==> src/rtl/div_unit_if.sv <==
// Request/response bundle between the EX stage and the multi-cycle divider.
// The EX stage drives the request side (master); the divider answers (slave).
interface div_unit_if #(
  parameter int DATA_W = 32
);
  logic                  start;
  logic                  signed_div;
  logic [DATA_W-1:0]     opdata1;
  logic [DATA_W-1:0]     opdata2;
  logic                  annul;
  logic                  busy;
  logic                  ready;
  logic [2*DATA_W-1:0]   result;

  modport master (
    output start, signed_div, opdata1, opdata2, annul,
    input  busy, ready, result
  );

  modport slave (
    input  start, signed_div, opdata1, opdata2, annul,
    output busy, ready, result
  );
endinterface

==> src/rtl/div_unit.sv <==
// Radix-2 restoring divider for DIV/DIVU in the EX stage.
// One quotient bit per cycle; result = {remainder, quotient} for the HILO write.
// Operands are made non-negative up front and signs are restored on the last step.
module div_unit #(
  parameter int DATA_W = 32,
  parameter int CNT_W  = 6
) (
  input  logic        clk,
  input  logic        resetn,
  div_unit_if.slave   bus
);

  typedef enum logic [1:0] {S_IDLE, S_DIVZERO, S_ON, S_END} state_t;

  localparam logic [CNT_W-1:0] LAST_CNT = CNT_W'(DATA_W - 1);

  state_t              state_q, state_d;
  logic [CNT_W-1:0]    cnt_q, cnt_d;
  logic [DATA_W-1:0]   rem_q, rem_d;
  logic [DATA_W-1:0]   dvd_q, dvd_d;
  logic [DATA_W-1:0]   dsr_q, dsr_d;
  logic                qneg_q, qneg_d;
  logic                rneg_q, rneg_d;
  logic [2*DATA_W-1:0] result_q, result_d;

  logic [DATA_W:0]     shifted;
  logic [DATA_W:0]     trial;
  logic                qbit;
  logic [DATA_W-1:0]   rem_step;
  logic [DATA_W-1:0]   quo_step;

  // Magnitude of a two's-complement operand; passed through unchanged for DIVU.
  // The most negative value maps to itself, which is its correct unsigned magnitude.
  function automatic logic [DATA_W-1:0] abs_val(input logic signed [DATA_W-1:0] v,
                                                input logic                     en);
    return (en && v[DATA_W-1]) ? $unsigned(-v) : $unsigned(v);
  endfunction

  // Conditional two's-complement negation used for the final sign fix-up.
  function automatic logic [DATA_W-1:0] neg_if(input logic [DATA_W-1:0] v,
                                               input logic              en);
    return en ? (~v + 1'b1) : v;
  endfunction

  // One restoring step: shift {rem,dividend} left, trial-subtract the divisor one
  // bit wider than the data so a borrow shows up in the top bit.
  assign shifted  = {rem_q, dvd_q[DATA_W-1]};
  assign trial    = shifted - {1'b0, dsr_q};
  assign qbit     = ~trial[DATA_W];
  assign rem_step = qbit ? trial[DATA_W-1:0] : shifted[DATA_W-1:0];
  assign quo_step = {dvd_q[DATA_W-2:0], qbit};

  assign bus.ready  = (state_q == S_END) && !bus.annul;
  assign bus.busy   = bus.start && !bus.ready && !bus.annul;
  assign bus.result = result_q;

  // Next-state and datapath update; annul overrides everything except reset.
  always_comb begin
    state_d  = state_q;
    cnt_d    = cnt_q;
    rem_d    = rem_q;
    dvd_d    = dvd_q;
    dsr_d    = dsr_q;
    qneg_d   = qneg_q;
    rneg_d   = rneg_q;
    result_d = result_q;
    unique case (state_q)
      S_IDLE: begin
        if (bus.start && !bus.annul) begin
          if (bus.opdata2 != '0) begin
            dvd_d   = abs_val(bus.opdata1, bus.signed_div);
            dsr_d   = abs_val(bus.opdata2, bus.signed_div);
            qneg_d  = bus.signed_div & (bus.opdata1[DATA_W-1] ^ bus.opdata2[DATA_W-1]);
            rneg_d  = bus.signed_div & bus.opdata1[DATA_W-1];
            rem_d   = '0;
            cnt_d   = '0;
            state_d = S_ON;
          end else begin
            state_d = S_DIVZERO;
          end
        end
      end
      S_DIVZERO: begin
        result_d = '0;
        state_d  = S_END;
      end
      S_ON: begin
        rem_d = rem_step;
        dvd_d = quo_step;
        cnt_d = cnt_q + 1'b1;
        if (cnt_q == LAST_CNT) begin
          result_d = {neg_if(rem_step, rneg_q), neg_if(quo_step, qneg_q)};
          state_d  = S_END;
        end
      end
      S_END: begin
        state_d = S_IDLE;
      end
      default: begin
        state_d = S_IDLE;
      end
    endcase
    if (bus.annul) begin
      state_d  = S_IDLE;
      result_d = result_q;
    end
  end

  // State and datapath registers with synchronous active-low reset.
  always_ff @(posedge clk) begin
    if (!resetn) begin
      state_q  <= S_IDLE;
      cnt_q    <= '0;
      rem_q    <= '0;
      dvd_q    <= '0;
      dsr_q    <= '0;
      qneg_q   <= 1'b0;
      rneg_q   <= 1'b0;
      result_q <= '0;
    end else begin
      state_q  <= state_d;
      cnt_q    <= cnt_d;
      rem_q    <= rem_d;
      dvd_q    <= dvd_d;
      dsr_q    <= dsr_d;
      qneg_q   <= qneg_d;
      rneg_q   <= rneg_d;
      result_q <= result_d;
    end
  end

endmodule

==> src/flat_wrapper.sv <==
// flat-port wrapper written by rule: the top's interface ports become plain ports
module div_unit_flat 
#(
  parameter int DATA_W = 32,
  parameter int CNT_W  = 6
)
  (clk, resetn, bus_start, bus_signed_div, bus_opdata1, bus_opdata2, bus_annul, bus_busy, bus_ready, bus_result);
  div_unit_if #(.DATA_W(DATA_W)) bus_i ();
  input  logic clk;
  input  logic resetn;
  input wire logic [$bits(bus_i.start)-1:0] bus_start;
  input wire logic [$bits(bus_i.signed_div)-1:0] bus_signed_div;
  input wire logic [$bits(bus_i.opdata1)-1:0] bus_opdata1;
  input wire logic [$bits(bus_i.opdata2)-1:0] bus_opdata2;
  input wire logic [$bits(bus_i.annul)-1:0] bus_annul;
  output wire logic [$bits(bus_i.busy)-1:0] bus_busy;
  output wire logic [$bits(bus_i.ready)-1:0] bus_ready;
  output wire logic [$bits(bus_i.result)-1:0] bus_result;
  assign bus_i.start = bus_start;
  assign bus_i.signed_div = bus_signed_div;
  assign bus_i.opdata1 = bus_opdata1;
  assign bus_i.opdata2 = bus_opdata2;
  assign bus_i.annul = bus_annul;
  assign bus_busy = bus_i.busy;
  assign bus_ready = bus_i.ready;
  assign bus_result = bus_i.result;
  div_unit #(.DATA_W(DATA_W), .CNT_W(CNT_W)) u_core (.clk(clk), .resetn(resetn), .bus(bus_i));
endmodule
==> config.mk <==
export PLATFORM = sky130hd
export DESIGN_NAME = div_unit_flat
export DESIGN_NICKNAME = d
export VERILOG_FILES = /design/src/rtl/div_unit_if.sv /design/src/rtl/div_unit.sv /design/src/flat_wrapper.sv
export SDC_FILE = /design/constraint.sdc
export NUM_CORES = 1
export LEC_CHECK = 0
export ABC_AREA = 1
export CORE_MARGIN = 2
export CORE_UTILIZATION = 45
export CTS_CLUSTER_DIAMETER = 40
export DETAILED_ROUTE_END_ITERATION = 6
export GPL_TIMING_DRIVEN = 0
export PLACE_DENSITY = 0.66
export SLEW_MARGIN = 5
export SYNTH_ARGS = -nofsm -noshare
export SYNTH_HDL_FRONTEND = slang
export SYNTH_SLANG_ARGS = --single-unit
==> constraint.sdc <==
create_clock -name clk -period 5.4 [get_ports clk]
set_clock_uncertainty 0.15 [all_clocks]
set_input_delay 0.81 -clock clk [delete_from_list [all_inputs] [get_ports clk]]
set_output_delay 0.81 -clock clk [all_outputs]
set_load 0.005 [all_outputs]
==> run summary, run 1 <==
Drt wl/cell: 17.1 µm
Post-synth EDFFs: 0
Design area: 0.0151 mm²
Unrepaired setup endpoints after global routing: no
H-tree Lvls: 4
Layout Nets: 2372
Setup violators final: 0
Final Slew Violations: 0
Worst Hold Class: flop to flop
Clock power share: 38.5%
Avg Vias per Cell: 5.34
Antenna cells: 0
Sw frac: 33.3%
DIE WIDTH: 172 µm
Status: finished, final reports clean
Total track usage: 31.2%
Routed WL: 45500 µm
Synth Area in XOR/XNOR: 5.27%
Area Overhead vs Synth: 19.3%
CP max FO: 10
Int Power: 2.28 mW
Fmax: 204 MHz
Routability cong.: 0.986
Worst hold start: u_core.bus.result[5]
Yosys top cell by area: dfxtp_1
Rows: 61
Slew headroom: 36.8%
Critical Path AT: 5080 ps
Gr ovfl total: 0
Top Ports: 135
Root Driver: clkbuf_16
Switch Pwr: 1.14 mW
Final min period: 4910 ps
Synth Cell Area: 0.0126 mm²
Top delay family on crit path: simple AND/OR/NAND/NOR gates
Cell mode on critical path: nand2_1
Critical R2R Launch: u_core.dsr_q[0]
Critical path class: flop to flop
Number of global-route vias before repair: 13300
Drc violations: 0
Ys Warns: 0
Hpwl dp: 36400 µm
Detailed-route via count: 14200
Max stage delay cell, worst path: dfxtp_1
Leakage: 6.98 nW
Mux share of post-synthesis cell area: 0%
Hold Vio Cnt, Final: 0
CTS Hold Bufs: 0
Pin count of the biggest net entering global routing: 17
Post-synthesis sequential area ratio: 27.0%
Synth Area in Adders: 4.12%
Initial DRC count: 1286
Worst setup SP type: flop
Worst path required time: 5570 ps
Reg clk slew, reported paths: 80 ps
CTS tree: built
Final ANT Viol Nets: 0
Async set-reset flop share out of synthesis: 0%
Post-Syn Instances: 2109
Yosys top cell area share: 27.0%
Seq cells post-synth: 170
Initial antenna violation count: 0
First-pass GRT wire length: 70700 µm
Starting Density: 45.6%
Sequential share of power: 38.6%
Initial DRT Pass Iterations: 5
Most common cell in the netlist: nand2_1
Maximum root-to-sink buffer count: 2
Distinct cells, synth: 52
DIE AREA: 0.0294 mm²
Setup TNS Final: 0 ps
Max rail drop VDD: 0.181 mV
Commonest cells post-synth: 668 x nand2_1, 260 x inv_1, 204 x a21oi_1, 193 x nor2_1, 170 x dfxtp_1
Critical Path End Type: flop
Share of post-route cells with drive strength above 1: 4.88%
WP buf/inv: 5
Die Height: 172 µm
Post-DP Area: 0.0144 mm²
Worst-margin pin slew: 948 ps
Synth Flop Type: dfxtp_1
Main combinational cell family by area after synthesis: simple AND/OR/NAND/NOR gates
Complex-gate fraction of the synthesized area: 15.9%
Ranking of synthesized cells by area: dfxtp_1 27%, nand2_1 20%, a21oi_1 8.1%, inv_1 7.7%, nor2_1 5.7%
Tcrit/Tclk final: 90.9%
# port buffers: 134
Worst skew pair latency: 440 ps
Max incr delay on CP: 440 ps
Synth Area in Simple Gates: 37.2%
Post-synth net total: 2219
Critical path origin: u_core.dsr_q[0]
Clock buffer count from CTS: 17
Comb power frac: 22.8%
Clock sinks: 170
Mapped Avg Cell Area: 5.99 µm²
Core area: 0.0277 mm²
Maxcap violations: 0
Power per Cell Area: 227 mW/mm²
## worst paths after layout
kind                                         endpoint  slack [ps]  cells after the start
worst max register to register  u_core.bus.result[24]         490                     27
worst max-delay path            u_core.bus.result[24]         490                     27
worst min-delay path             u_core.bus.result[5]         320                      2
worst min register to register   u_core.bus.result[5]         320                      2
## placed cells by master (no fill, tap or decap), types with 6 or more instances in the layout
cell type / synthesis / final
a21o_1: 7 / 7
a21oi_1: 204 / 204
a31oi_1: 11 / 11
buf_1: 6 / 6
clkbuf_1: 56 / 56
clkbuf_16: 0 / 17
clkdlybuf4s50_1: 0 / 134
dfxtp_1: 170 / 170
ha_1: 40 / 40
inv_1: 260 / 260
nand2_1: 668 / 668
nand2_2: 17 / 17
nand3_1: 140 / 140
nand3b_1: 6 / 6
nand4_1: 18 / 18
nor2_1: 193 / 193
nor2_2: 12 / 12
nor3_1: 24 / 24
nor4_1: 8 / 8
o211ai_1: 6 / 6
o21ai_0: 96 / 96
o21ai_1: 6 / 6
o21ai_2: 8 / 8
o21bai_1: 6 / 6
o221ai_1: 8 / 8
or2_2: 14 / 14
xnor2_1: 34 / 34
xor2_1: 42 / 42
## state kept, by name (all words and copies together) (netlist names)
name	flops
u_core.bus.result	64
u_core.rem_q	32
u_core.rneg_q	1
u_core.state_q	2
u_core.cnt_q	6
u_core.qneg_q	1
u_core.dvd_q	32
u_core.dsr_q	32
## worst min-delay path, delay by kind of cell (launching register included)
| kind | cells | cell delay, ps |
|---|---|---|
| flip-flops | 1 | 310 |
| AO/OA/AOI/OAI | 1 | 50 |
| AND/OR/NAND/NOR | 1 | 60 |
## metrics by stage
stage               hold slack [ps]  std cells  power (mW)  util, %  setup slack, ps
finish                          316       2653        3.43     54.4              493
global placement                302       2621        2.11     52.1              550
floorplan                       282       2109        1.85        -             1390
global route                    326       2653        3.58     54.4             82.0
detailed placement              305       2621        2.12     52.1              526
CTS                             316       2653        3.42     54.3              498
## power by group through the flow
stage | combinational [mW] | sequential [mW] | clock [mW]
floorplan | 0.512 | 1.34 | 0
CTS | 0.768 | 1.32 | 1.33
detailed placement | 0.764 | 1.35 | 0
global placement | 0.759 | 1.35 | 0
finish | 0.782 | 1.32 | 1.32
global route | 0.869 | 1.33 | 1.38
## logic make-up (layout without fill, tap and decap cells)
logic type	Yosys count	after routing
simple gates	1118	1118
compound gates	367	367
buf+inv	337	503
flops	170	170
xor+xnor	76	76
fa+ha+maj	41	41
## routing by layer
layer  routed length (µm)  track usage [%]  share of wire [%]  up-vias
met5                    0                0                  0        -
met4                 1780             12.8                3.9        0
met3                 2220             3.45                4.9      101
met2                21500             54.1                 47      482
met1                19900             39.3                 44     6505
li1                     -                -                  -     7074
## final cells by class
type | instances | area [µm²]
sequential | 170 | 3400
clock buffer | 20 | 467
inverter | 262 | 983
tap | 378 | 473
timing repair buffer | 134 | 1340
multi-input combinational | 1602 | 7900
fill | 2880 | 12600
buffer | 75 | 344
clock inverter | 12 | 150
## timing repair
item                       CTS  global route
setup endpoints to repair    0             1
gates resized for setup      0             1
setup buffers                0             0
No activity file was read; power rests on OpenSTA's default activity.
==> inputs of run 2 (changes only) <==
--- a/config.mk
+++ b/config.mk
@@ -12,7 +12,7 @@
 export DETAILED_ROUTE_END_ITERATION = 6
 export GPL_TIMING_DRIVEN = 0
 export PLACE_DENSITY = 0.66
-export SLEW_MARGIN = 5
+export REMOVE_ABC_BUFFERS = 1
 export SYNTH_ARGS = -nofsm -noshare
 export SYNTH_HDL_FRONTEND = slang
 export SYNTH_SLANG_ARGS = --single-unit
==> run summary, run 2 (synthesis results as in run 1) <==
Cell mode on critical path: nand2_1
Top Ports: 135 (unchanged)
Critical path origin: u_core.dvd_q[31]
Hpwl dp: 28800 µm (-21%)
Critical R2R Launch: u_core.dvd_q[31]
Gr ovfl total: 0 (unchanged)
DIE AREA: 0.0294 mm² (unchanged)
Met2 Usage GRT: 48.9% (-5.2 points)
Final Slew Violations: 0 (unchanged)
Worst-margin pin slew: 1060 ps (+112 ps)
Max incr delay on CP: 470 ps (+30 ps)
Reg clk slew, reported paths: 80 ps (about the same)
Layout Nets: 2303 (-2.9%)
Number of global-route vias before repair: 12700 (-4.5%)
Antenna cells: 0 (unchanged)
Area Overhead vs Synth: 17.5%
Flop2flop setup slack: 430 ps (-60 ps)
Final min period: 4970 ps (+59.1 ps)
Worst r2r dst: u_core.bus.result[24]
Routed WL: 38200 µm (-16%)
Total track usage: 26.3% (-4.8 points)
Critical Path End Type: flop
Share of post-route cells with drive strength above 1: 5.08% (+0.20 points)
FILL cells: 2870 (-0.35%)
R2r worst-path depth: 26 (-3.7%)
Hold Vio Cnt, Final: 0 (unchanged)
Power per Cell Area: 223 mW/mm² (-2.0%)
CP max FO: 47 (+37)
Final ANT Viol Nets: 0 (unchanged)
Crit path depth: 26 (-3.7%)
Die Height: 172 µm (unchanged)
Status: finished, final reports clean
Critical Path AT: 5130 ps (+50 ps)
CTS tree: built
Pin count of the biggest net entering global routing: 86 (+69)
Most frequent cells in the layout: 668 x nand2_1, 259 x inv_1, 203 x a21oi_1
CP Capture Point: u_core.bus.result[24]
Post-CTS setup buffers: 0 (unchanged)
Fin util: 53.5% (-0.84 points)
Slew headroom: 29.3% (-7.5 points)
Setup violators final: 0 (unchanged)
Top delay family on crit path: simple AND/OR/NAND/NOR gates
Worst Hold Class: flop to flop
Clock sinks: 170 (unchanged)
Max rail drop VDD: 0.209 mV (+15%)
WP buf/inv: 4 (-1)
Initial DRC count: 946 (-26%)
Starting Density: 45.6% (unchanged)
Rows: 61 (unchanged)
Root Driver: clkbuf_16
CTS Hold Bufs: 0 (unchanged)
Met3 Usage GRT: 3.13% (-0.32 points)
PnR Total Power: 3.31 mW (-3.5%)
# port buffers: 134 (unchanged)
Clock buffer count from CTS: 17 (unchanged)
Max stage delay cell, worst path: nor4b_1
Detailed-route via count: 13400 (-5.2%)
Fmax: 201 MHz (-1.2%)
First-pass GRT wire length: 62100 µm (-12%)
Initial antenna violation count: 0 (unchanged)
Setup TNS Final: 0 ps (unchanged)
Core area: 0.0277 mm² (unchanged)
Critical path class: flop to flop
Drt wl/cell: 14.8 µm (-14%)
Leakage: 6.87 nW (-1.5%)
Worst setup SP type: flop
Met1 usage: 31.9% (-7.4 points)
DIE WIDTH: 172 µm (unchanged)
Worst hold slack: 313 ps (-2.57 ps)
Drc violations: 0 (unchanged)
Worst skew pair latency: 450 ps (about the same)
Largest register FFs: 64 (unchanged)
Worst path required time: 5560 ps (about the same)
Unrepaired setup endpoints after global routing: yes
Most common cell after layout, fill and taps aside: nand2_1
GR peak layer: met2
Maximum root-to-sink buffer count: 2 (unchanged)
Tcrit/Tclk final: 92.0% (+1.1 points)
Maxcap violations: 0 (unchanged)
Initial DRT Pass Iterations: 6 (+1)
Avg Vias per Cell: 5.19 (-2.7%)
Post-CTS Resized: 0 (unchanged)
Routability cong.: 0.910 (-7.6%)
H-tree Lvls: 4 (unchanged)
run 2: metal layers:
metal / share of wire [%] / vias up
li1: - / 6930
met1: 44 / 6168
met2: 51 / 285
met3: 3.3 / 36
met4: 1.8 / 0
met5: 0 / -
run 2: area by class of cell:
class                   instances  area (µm²)  share of cell area [%]
multi-input cells            1603        7950                    53.6
flip-flops and latches        170        3400                    23.0
repair buffers                139        1450                    9.78
inverters                     262         987                    6.66
well taps                     378         473                    3.19
clock buffers                  18         429                    2.89
clock inverters                14         136                   0.919
run 2: report_power, final:
group | total, mW | leakage [nW] | switching, mW | internal, mW
Sequential | 1.33 | 1.38 | 0.0381 | 1.29
Combinational | 0.738 | 5.22 | 0.479 | 0.259
Clock | 1.24 | 0.274 | 0.596 | 0.648
Total | 3.31 | 6.87 | 1.11 | 2.20
run 2: worst reg2reg max path, delay by kind of cell (launching register included):
family	cells	cell delay, ps
DFF	1	350
buffers and inverters	4	250
and+or+nand+nor	18	3220
AOI/OAI and AO/OA	1	100
adders and majority gates	3	760
run 2: worst min path at each step:
stage	to	startpoint	cells after the start
2_1_floorplan	u_core.dsr_q[15]	u_core.dsr_q[15]	2
3_3_place_gp	u_core.bus.result[56]	u_core.bus.result[56]	2
3_5_place_dp	u_core.bus.result[60]	u_core.bus.result[60]	2
4_1_cts	u_core.bus.result[60]	u_core.bus.result[60]	2
5_1_grt	u_core.bus.result[55]	u_core.bus.result[55]	2
6_report	u_core.bus.result[58]	u_core.bus.result[58]	2
run 2: stage by stage:
step / std cells / worst slack (ps) / instance area [µm²]
floorplan: 2034 / -1670 / 12300
global placement: 2546 / -7770 / 14100
detailed placement: 2551 / -365 / 14200
CTS: 2583 / 109 / 14800
global route: 2584 / -10.4 / 14800
finish: 2584 / 434 / 14800
